## config.mk

```make
export PLATFORM = sky130hd
export DESIGN_NAME = stage_mix
export DESIGN_NICKNAME = d
export VERILOG_FILES = /design/src/rtl/stage_mix.sv
export SDC_FILE = /design/constraint.sdc
export NUM_CORES = 1
export LEC_CHECK = 0
export ABC_AREA = 1
export BUFFER_PORTS_ARGS = -buffer_cell sky130_fd_sc_hd__buf_4
export CAP_MARGIN = 20
export CORE_ASPECT_RATIO = 0.8
export CORE_MARGIN = 2
export CORE_UTILIZATION = 39
export CTS_CLUSTER_SIZE = 14
export DETAILED_ROUTE_END_ITERATION = 6
export PLACE_DENSITY = 0.69
export REMOVE_ABC_BUFFERS = 1
export SYNTH_ARGS = -nofsm -noshare
export SYNTH_HDL_FRONTEND = slang
export SYNTH_SLANG_ARGS = --single-unit
```

## constraint.sdc

```tcl
create_clock -name i_Clock -period 4.9 [get_ports i_Clock]
set_clock_uncertainty 0.15 [all_clocks]
set_input_delay 0 -clock i_Clock [delete_from_list [all_inputs] [get_ports i_Clock]]
set_output_delay 0 -clock i_Clock [all_outputs]
set_load 0.005 [all_outputs]
```

## src/rtl/stage_mix.sv

```systemverilog
// Mixer stage: sums one frame of per-voice filtered samples, saturates, applies
// master volume and presents the result on a valid/ready output with sticky status.
module stage_mix #(
   parameter int NUM_VOICES   = 32,
   parameter int SAMPLE_WIDTH = 16,
   parameter int VOLUME_WIDTH = 8
) (
   input  logic                            i_Clock,
   input  logic                            i_Reset_n,
   input  logic                            i_Valid,
   input  logic [$clog2(NUM_VOICES)-1:0]   i_VoiceNum,
   input  logic [SAMPLE_WIDTH-1:0]         i_Sample,
   input  logic [VOLUME_WIDTH-1:0]         i_Volume,
   output logic                            o_Valid,
   input  logic                            i_Ready,
   output logic [SAMPLE_WIDTH-1:0]         o_Sample,
   output logic                            o_Clip,
   output logic                            o_SeqError,
   output logic                            o_Overrun,
   input  logic                            i_ClearFlags
);

   localparam int VNW = $clog2(NUM_VOICES);
   localparam int SW  = SAMPLE_WIDTH;
   localparam int VW  = VOLUME_WIDTH;
   localparam int AW  = SW + VNW;
   localparam int PW  = SW + VW + 1;
   localparam int SHW = PW - (VW - 1);

   localparam logic [SW-1:0] POS_MAX = {1'b0, {(SW-1){1'b1}}};
   localparam logic [SW-1:0] NEG_MAX = {1'b1, {(SW-1){1'b0}}};
   localparam logic [VNW-1:0] LAST_VOICE = VNW'(NUM_VOICES - 1);

   // Frame collector only tracks voice order; SAT and SCALE run as a trailing
   // two-stage pipe so a new frame can start while the previous one finishes.
   typedef enum logic [0:0] {WAIT_START, ACCUM} state_t;

   state_t              state_q, state_d;
   logic signed [AW-1:0] acc_q, acc_d;
   logic [VNW-1:0]      exp_q, exp_d;
   logic [1:0]          vld_pipe_q, vld_pipe_d;
   logic [SW-1:0]       sat_q, sat_d;
   logic                valid_q, valid_d;
   logic [SW-1:0]       sample_q, sample_d;
   logic                clip_q, clip_d;
   logic                seq_q, seq_d;
   logic                ovr_q, ovr_d;

   logic signed [AW-1:0] smp_ext;
   logic                 frame_done;
   logic                 seq_set;

   assign smp_ext = {{VNW{i_Sample[SW-1]}}, i_Sample};

   // ---------------- frame collector ----------------
   always_comb begin
      state_d    = state_q;
      acc_d      = acc_q;
      exp_d      = exp_q;
      seq_set    = 1'b0;
      frame_done = 1'b0;
      if (i_Valid) begin
         case (state_q)
            WAIT_START: begin
               if (i_VoiceNum == '0) begin
                  acc_d   = smp_ext;
                  exp_d   = VNW'(1);
                  state_d = ACCUM;
               end else begin
                  seq_set = 1'b1;
               end
            end
            ACCUM: begin
               if (i_VoiceNum == exp_q) begin
                  acc_d = acc_q + smp_ext;
                  exp_d = exp_q + VNW'(1);
                  if (i_VoiceNum == LAST_VOICE) begin
                     state_d    = WAIT_START;
                     frame_done = 1'b1;
                  end
               end else begin
                  seq_set = 1'b1;
                  // An out-of-order voice 0 is treated as the start of a fresh frame.
                  if (i_VoiceNum == '0) begin
                     acc_d = smp_ext;
                     exp_d = VNW'(1);
                  end else begin
                     acc_d   = '0;
                     exp_d   = '0;
                     state_d = WAIT_START;
                  end
               end
            end
            default: state_d = WAIT_START;
         endcase
      end
   end

   // ---------------- SAT stage ----------------
   logic acc_fits;
   logic clip_sat;

   assign acc_fits = (acc_q[AW-1:SW-1] == {(AW-SW+1){acc_q[SW-1]}});
   assign clip_sat = vld_pipe_q[0] & ~acc_fits;

   always_comb begin
      sat_d = sat_q;
      if (vld_pipe_q[0])
         sat_d = acc_fits ? acc_q[SW-1:0] : (acc_q[AW-1] ? NEG_MAX : POS_MAX);
   end

   // ---------------- SCALE stage ----------------
   logic signed [PW-1:0]  prod;
   logic signed [SHW-1:0] shr;
   logic                  scl_fits;
   logic [SW-1:0]         scl_val;
   logic                  clip_scl;

   assign prod     = $signed({{(VW+1){sat_q[SW-1]}}, sat_q}) *
                     $signed({{(SW+1){1'b0}}, i_Volume});
   assign shr      = SHW'(prod >>> (VW - 1));
   assign scl_fits = (shr[SHW-1:SW-1] == {(SHW-SW+1){shr[SW-1]}});
   assign scl_val  = scl_fits ? shr[SW-1:0] : (shr[SHW-1] ? NEG_MAX : POS_MAX);
   assign clip_scl = vld_pipe_q[1] & ~scl_fits;

   assign vld_pipe_d = {vld_pipe_q[0], frame_done};

   // ---------------- output register and sticky flags ----------------
   logic load;
   logic ovr_set;

   assign load    = vld_pipe_q[1];
   assign ovr_set = load & valid_q & ~i_Ready;

   always_comb begin
      valid_d  = load | (valid_q & ~i_Ready);
      sample_d = load ? scl_val : sample_q;
      // A set event in the same cycle as a clear leaves the flag set.
      clip_d   = (clip_q & ~i_ClearFlags) | clip_sat | clip_scl;
      seq_d    = (seq_q  & ~i_ClearFlags) | seq_set;
      ovr_d    = (ovr_q  & ~i_ClearFlags) | ovr_set;
   end

   always_ff @(posedge i_Clock or negedge i_Reset_n) begin
      if (!i_Reset_n) begin
         state_q    <= WAIT_START;
         acc_q      <= '0;
         exp_q      <= '0;
         vld_pipe_q <= '0;
         sat_q      <= '0;
         valid_q    <= 1'b0;
         sample_q   <= '0;
         clip_q     <= 1'b0;
         seq_q      <= 1'b0;
         ovr_q      <= 1'b0;
      end else begin
         state_q    <= state_d;
         acc_q      <= acc_d;
         exp_q      <= exp_d;
         vld_pipe_q <= vld_pipe_d;
         sat_q      <= sat_d;
         valid_q    <= valid_d;
         sample_q   <= sample_d;
         clip_q     <= clip_d;
         seq_q      <= seq_d;
         ovr_q      <= ovr_d;
      end
   end

   assign o_Valid    = valid_q;
   assign o_Sample   = sample_q;
   assign o_Clip     = clip_q;
   assign o_SeqError = seq_q;
   assign o_Overrun  = ovr_q;

endmodule

```

# After elaboration in Yosys (flattened, before gate mapping)
# Index checks and enable logic that the tools add are counted.
word_totals:
  ff_bits: 65
  latchBits: 0
  ramBits: 0
  romBits: 0
  in_bits: 34
  output_inout_bits: 20
  wordCells: 62
  mem_count: 0
classes:
  addsub: 2
  multipliers: 1
  n_div: 0
  order_cmp: 0
  eq_ne: 5
  n_shift: 0
  muxes: 24
  n_bitwise: 18
  n_reduce_logical: 2
ops:
  columns: ["op", "n"]
  rows:
  - ["$mux 16", 4]
  - ["$mux 21", 3]
  - ["$pmux 21 s2", 1]
  - ["$mul 16x9->25", 1]
  - ["$add 21x16->21", 1]
  - ["$mux 1", 11]
  - ["$eq 5x5->1", 2]
  - ["$mux 5", 2]
  - ["$pmux 5 s2", 1]
  - ["$and 1x1->1", 8]
  - ["$add 5x1->5 const B", 1]
  - ["$eq 5x5->1 const B", 1]
  - ["$logic_not 5->1", 1]
  - ["$not 1->1", 5]
  - ["$or 1x1->1", 5]
  - ["$pmux 1 s2", 2]
  - ["$eq 2x2->1", 1]
  - ["$ne 2x2->1 const B", 1]
  - ["$reduce_and 2->1", 1]

# Longest topological paths before layout
depth:
  ltp_word: 5
  mapped_depth: 28
  mapped_depth_nobuf: 26

# Worst setup path after synthesis
# OpenSTA, ideal clock, no wires.
synth_timing:
  path_kind: "reg-to-reg"
  start: "register sat_q[15]"
  end: "register sample_q[10], in the netlist o_Sample[10]"
  setup_time_ns: 0.121
  arrival_ns: 4.522
  required_time_ns: 4.629
  path_slack_ns: 0.107
  path_stages_with_launch: 23
  path_buffers: 2
  synth_period_minus_slack_ns: 4.793
  cell_sequence: "dfrtp_1 > clkbuf_1 > nand2_1 > fa_1 > fa_1 > inv_1 > fa_1 > inv_1 > fa_1 > inv_1 > ha_1 > nand2_1 > nor2_1 > nand2_1 > nor2_1 > nand2_1 > nand3_2 > nand2_1 > nand2_1 > nand2_2 > a21oi_4 > buf_6 > a21oi_2"
synth_via:
  elab_chain_cells: 3
  word_cells_on_any_way: 4
  classes_between: "mul: 1; eq/ne: 1; mux: 2"
synth_rtl:
  columns: ["item", "line_no", "source"]
  rows:
  - ["from (decl)", "42", "logic [SW-1:0] sat_q, sat_d;"]
  - ["from (signal assigned)", "161", "sat_q <= sat_d;"]
  - ["$mul 16x9->25 (*)", "119", "assign prod = $signed({{(VW+1){sat_q[SW-1]}}, sat_q}) *"]
  - ["$eq 2x2->1 or $mux 16 (tied branches)", "122, 123", null]
  - ["$mux 16 (*)", "123", "assign scl_val = scl_fits ? shr[SW-1:0] : (shr[SHW-1] ? NEG_MAX : POS_MAX);"]
  - ["to (signal assigned)", "163", "sample_q <= sample_d;"]
  - ["to (decl)", "44", "logic [SW-1:0] sample_q, sample_d;"]
# Mark *: on every way between the ends. The rest lies on a longest branch, timed or not.
# A chain may end at the register's enable or synchronous reset.

# Worst setup path after layout
layout_timing:
  start: "register sat_q[10]"
  end: "register sample_q[6], in the netlist o_Sample[6]"
# The elaborated chain is that of the path after synthesis.

==> results.md <==
* Status: finished clean
* Most common cell after layout, fill and taps aside: nand2_1
* Crit. End Element: flip-flop
* Pre-antenna DRT Iters at 5
* Area growth syn-to-layout at 20.3%
* CTS tree: yes
* Initial antenna violation count at 0
* Drt drc at 0
* TritonCTS buffer count at 9
* M3 GR Usage at about 3.1%
* Syn Area/Cell at about 7 um2
* FF-to-FF setup slack at between 0.15 and 0.2 ns
* GRT overflow at 0
* Largest net degree at the start of global routing at between 60 and 70
* Switching power share of the total at around 36%
* Register area share after synthesis at between 10% and 20%
* DP HPWL at roughly 18 mm
* Final period utilization at a little over nine tenths
* DRT antenna net count at 0
* Min-delay src: i_VoiceNum[4]
* CTS root buffer: clkbuf_16
* Die ar. at about 0.025 mm2
* Number of synthesized flops with an enable pin at 0
* First-pass GRT wire length at approximately 40 mm
* P_sw at slightly above 700 uW
* Count of state elements after synthesis at between 60 and 70
* Part of the power in combinational logic at roughly 32%
* Hold Path Depth at 5
* Core footprint at 0.0233 mm2
* Worst EP required at about 5.0 ns
* Vias in the first global route at approximately 8400
* Wire per inst at around 14 um
* Pwr dens at between 150 and 200 mW/mm2
* Htree depth at 3
* Final setup viols at 0
* Max-Cap Viols at 0
* Endpoint, Worst Hold: o_SeqError
* Worst-path clk slew at 0.06 ns
* Internal power at 1.28 mW
* Routed WL at roughly 24 mm
* Post-synth cell types at 42
* Commonest non-fill, non-tap cells in the layout: 339 x nand2_1, 306 x inv_1, 99 x fa_1
* GRT Max-Usage Layer: met2
* Longest Clk Path Bufs at 2
* Yosys warnings at 0
* Storage cell area at roughly 0.0016 mm2
* Num Clock Sinks at 65
* Worst-Skew Late Latency at 0.35 ns
* RR Endpoint: o_Sample[6]
* Die X at roughly 180 um
* Setup Crit Path Kind: reg -> reg
* Final WS setup at about 0.17 ns
* Iteration-0 DRC Markers at 515
* Leakage power at 6.29 nW
* I/O Buffers at 53
* Mapped cell area at 0.00923 mm2
* ANT cells at 0
* Slew @ Worst Pin at between 0.8 and 0.9 ns
* R2R cell count at 21
* Nets@finish at approximately 1600
* Worst Path Arrival at approximately 4.8 ns
* Final worst path period need at 4.73 ns
* Syn Inst Count at around 1300
* Share of cells above drive strength 1 at 15.6%
* Critical R2R Launch: sat_q[10]
* Max Freq at between 0.2 and 0.25 GHz
* GRT Util Overall at roughly a fifth
* Reg power frac at approximately 31%
* Crit start category: flip-flop
* Final hold slack at about 0.061 ns
* Fin. max-slew vios at 0
* Post-synth top flop: dfrtp_1
* Clock power share at roughly 37%
* Pwr Total at 2.00 mW
* Post-synth ARST share at 100%
* Ports at 54
* Dpl ws at -0.129 ns
* Final design utilization at 47.6%
* Fillers at about 2300
* Slew margin rel. at 41.3%
* Vias at about 8500
* Area of the multi-input gates at 0.00663 mm2
* Met2 GRT Util at between 30% and 40%
* FP Rows at 50
* GP Congestion at 0.946
* GR met1 Demand/Resource at about 29%
* Drt via density at ~4.9
* Die Height at approximately 140 um
* Final Hold Fails at 0
* Worst Hold Class: in -> reg
* Max FO, Critical Path at 9
* Starting Density at 39.5%
* VDD IR max at 0.000123 V
[worst max path at each step]
stage | endpoint | depth (start not counted) | slack, ns | start
2_1_floorplan | o_Sample[0] | 20 | 0.14 | sat_q[15]
3_3_place_gp | o_Clip | 22 | -0.07 | sat_q[15]
3_5_place_dp | o_Clip | 21 | -0.13 | sat_q[15]
4_1_cts | o_Clip | 23 | 0.02 | sat_q[15]
5_1_grt | o_Sample[10] | 22 | -0.02 | sat_q[15]
6_report | o_Sample[6] | 21 | 0.17 | sat_q[10]
[registers in the layout (all words and copies together), names as in the netlist]
register    count
exp_q           5
o_Sample       16
o_Overrun       1
o_Clip          1
state_q         1
acc_q          21
sat_q          16
vld_pipe_q      2
o_Valid         1
o_SeqError      1
[power groups by stage]
stage / Sequential [mW] / Clock [mW] / Combinational [mW]
5_1_grt: 0.634 / 0.772 / 0.732
3_5_place_dp: 0.637 / 0 / 0.589
3_3_place_gp: 0.636 / 0 / 0.577
2_1_floorplan: 0.620 / 0 / 0.420
4_1_cts: 0.628 / 0.751 / 0.611
6_report: 0.628 / 0.734 / 0.641
[synthesized netlist by cell type (all sizes together) (2+ instances only)]
master / number / area, um2
a22oi: 4 / 30.0
ha: 67 / 838
nand4: 17 / 106
nand3b: 3 / 22.5
fa: 102 / 2040
nand3: 45 / 230
o21ai: 32 / 164
xor2: 13 / 114
a21o: 6 / 45.0
nor3: 9 / 45.0
nor3b: 2 / 15.0
buf: 6 / 48.8
or2: 2 / 12.5
dfrtp: 65 / 1630
a21oi: 97 / 534
inv: 310 / 1160
o21bai: 3 / 22.5
nand2: 378 / 1480
nor2: 104 / 393
a31oi: 2 / 12.5
clkbuf: 38 / 143
nor4: 2 / 12.5
xnor2: 8 / 70.1
[area by class of cell]
class / instances / share of cell area [%]
clock inverters: 6 / 0.801
flip-flops and latches: 65 / 14.8
clock buffers: 10 / 2.15
well taps: 312 / 3.52
inverters: 311 / 10.5
repair buffers: 112 / 8.43
multi-input cells: 904 / 59.8
[metal layers]
metal | up-vias | routed length, um
li1 | 4127 | -
met1 | 4086 | 11500
met2 | 251 | 10700
met3 | 22 | 1460
met4 | 0 | 297
met5 | - | 0
[repair_timing]
item,in CTS,in global routing
endpoints found under the hold margin,88,0
buffers inserted,1,20
endpoints found under the setup margin,16,16
resized for setup,8,90
pin swaps,1,39
hold buffers,24,0
cloned,0,2
[cells by family after synthesis]
group                    Yosys count  share of synthesized area, %
flip-flops                        65                          17.6
AO/OA/AOI/OAI                    149                          9.21
buffers and inverters            355                          14.7
XOR/XNOR                          21                          1.99
adder cells (fa/ha/maj)          169                          31.2
AND/OR/NAND/NOR                  564                          25.2
[per-stage QoR]
| step | setup TNS, ns | cells | area [um2] |
|---|---|---|---|
| CTS | 0 | 1697 | 10500 |
| global route | -0.116 | 1720 | 11100 |
| detailed placement | -1.11 | 1656 | 9930 |
| finish | 0 | 1720 | 11100 |
| floorplan | 0 | 1279 | 9040 |
| global placement | -0.434 | 1656 | 9930 |
[worst max-delay path, stage by stage, from the launching register on]
cell,delay [ns]
dfrtp_2,0.48
nand2_1,0.09
inv_1,0.06
fa_1,0.55
fa_1,0.46
fa_1,0.54
inv_1,0.05
fa_1,0.53
inv_1,0.06
ha_4,0.30
nand2_1,0.09
inv_1,0.08
nand2_1,0.13
nor2_2,0.16
nand3_2,0.13
nand3_2,0.10
nand2_1,0.05
nand2_1,0.07
nand2_2,0.08
a21oi_4,0.23
clkbuf_16,0.20
a21oi_2,0.05
Note: power is estimated with default switching activity, not from simulation.
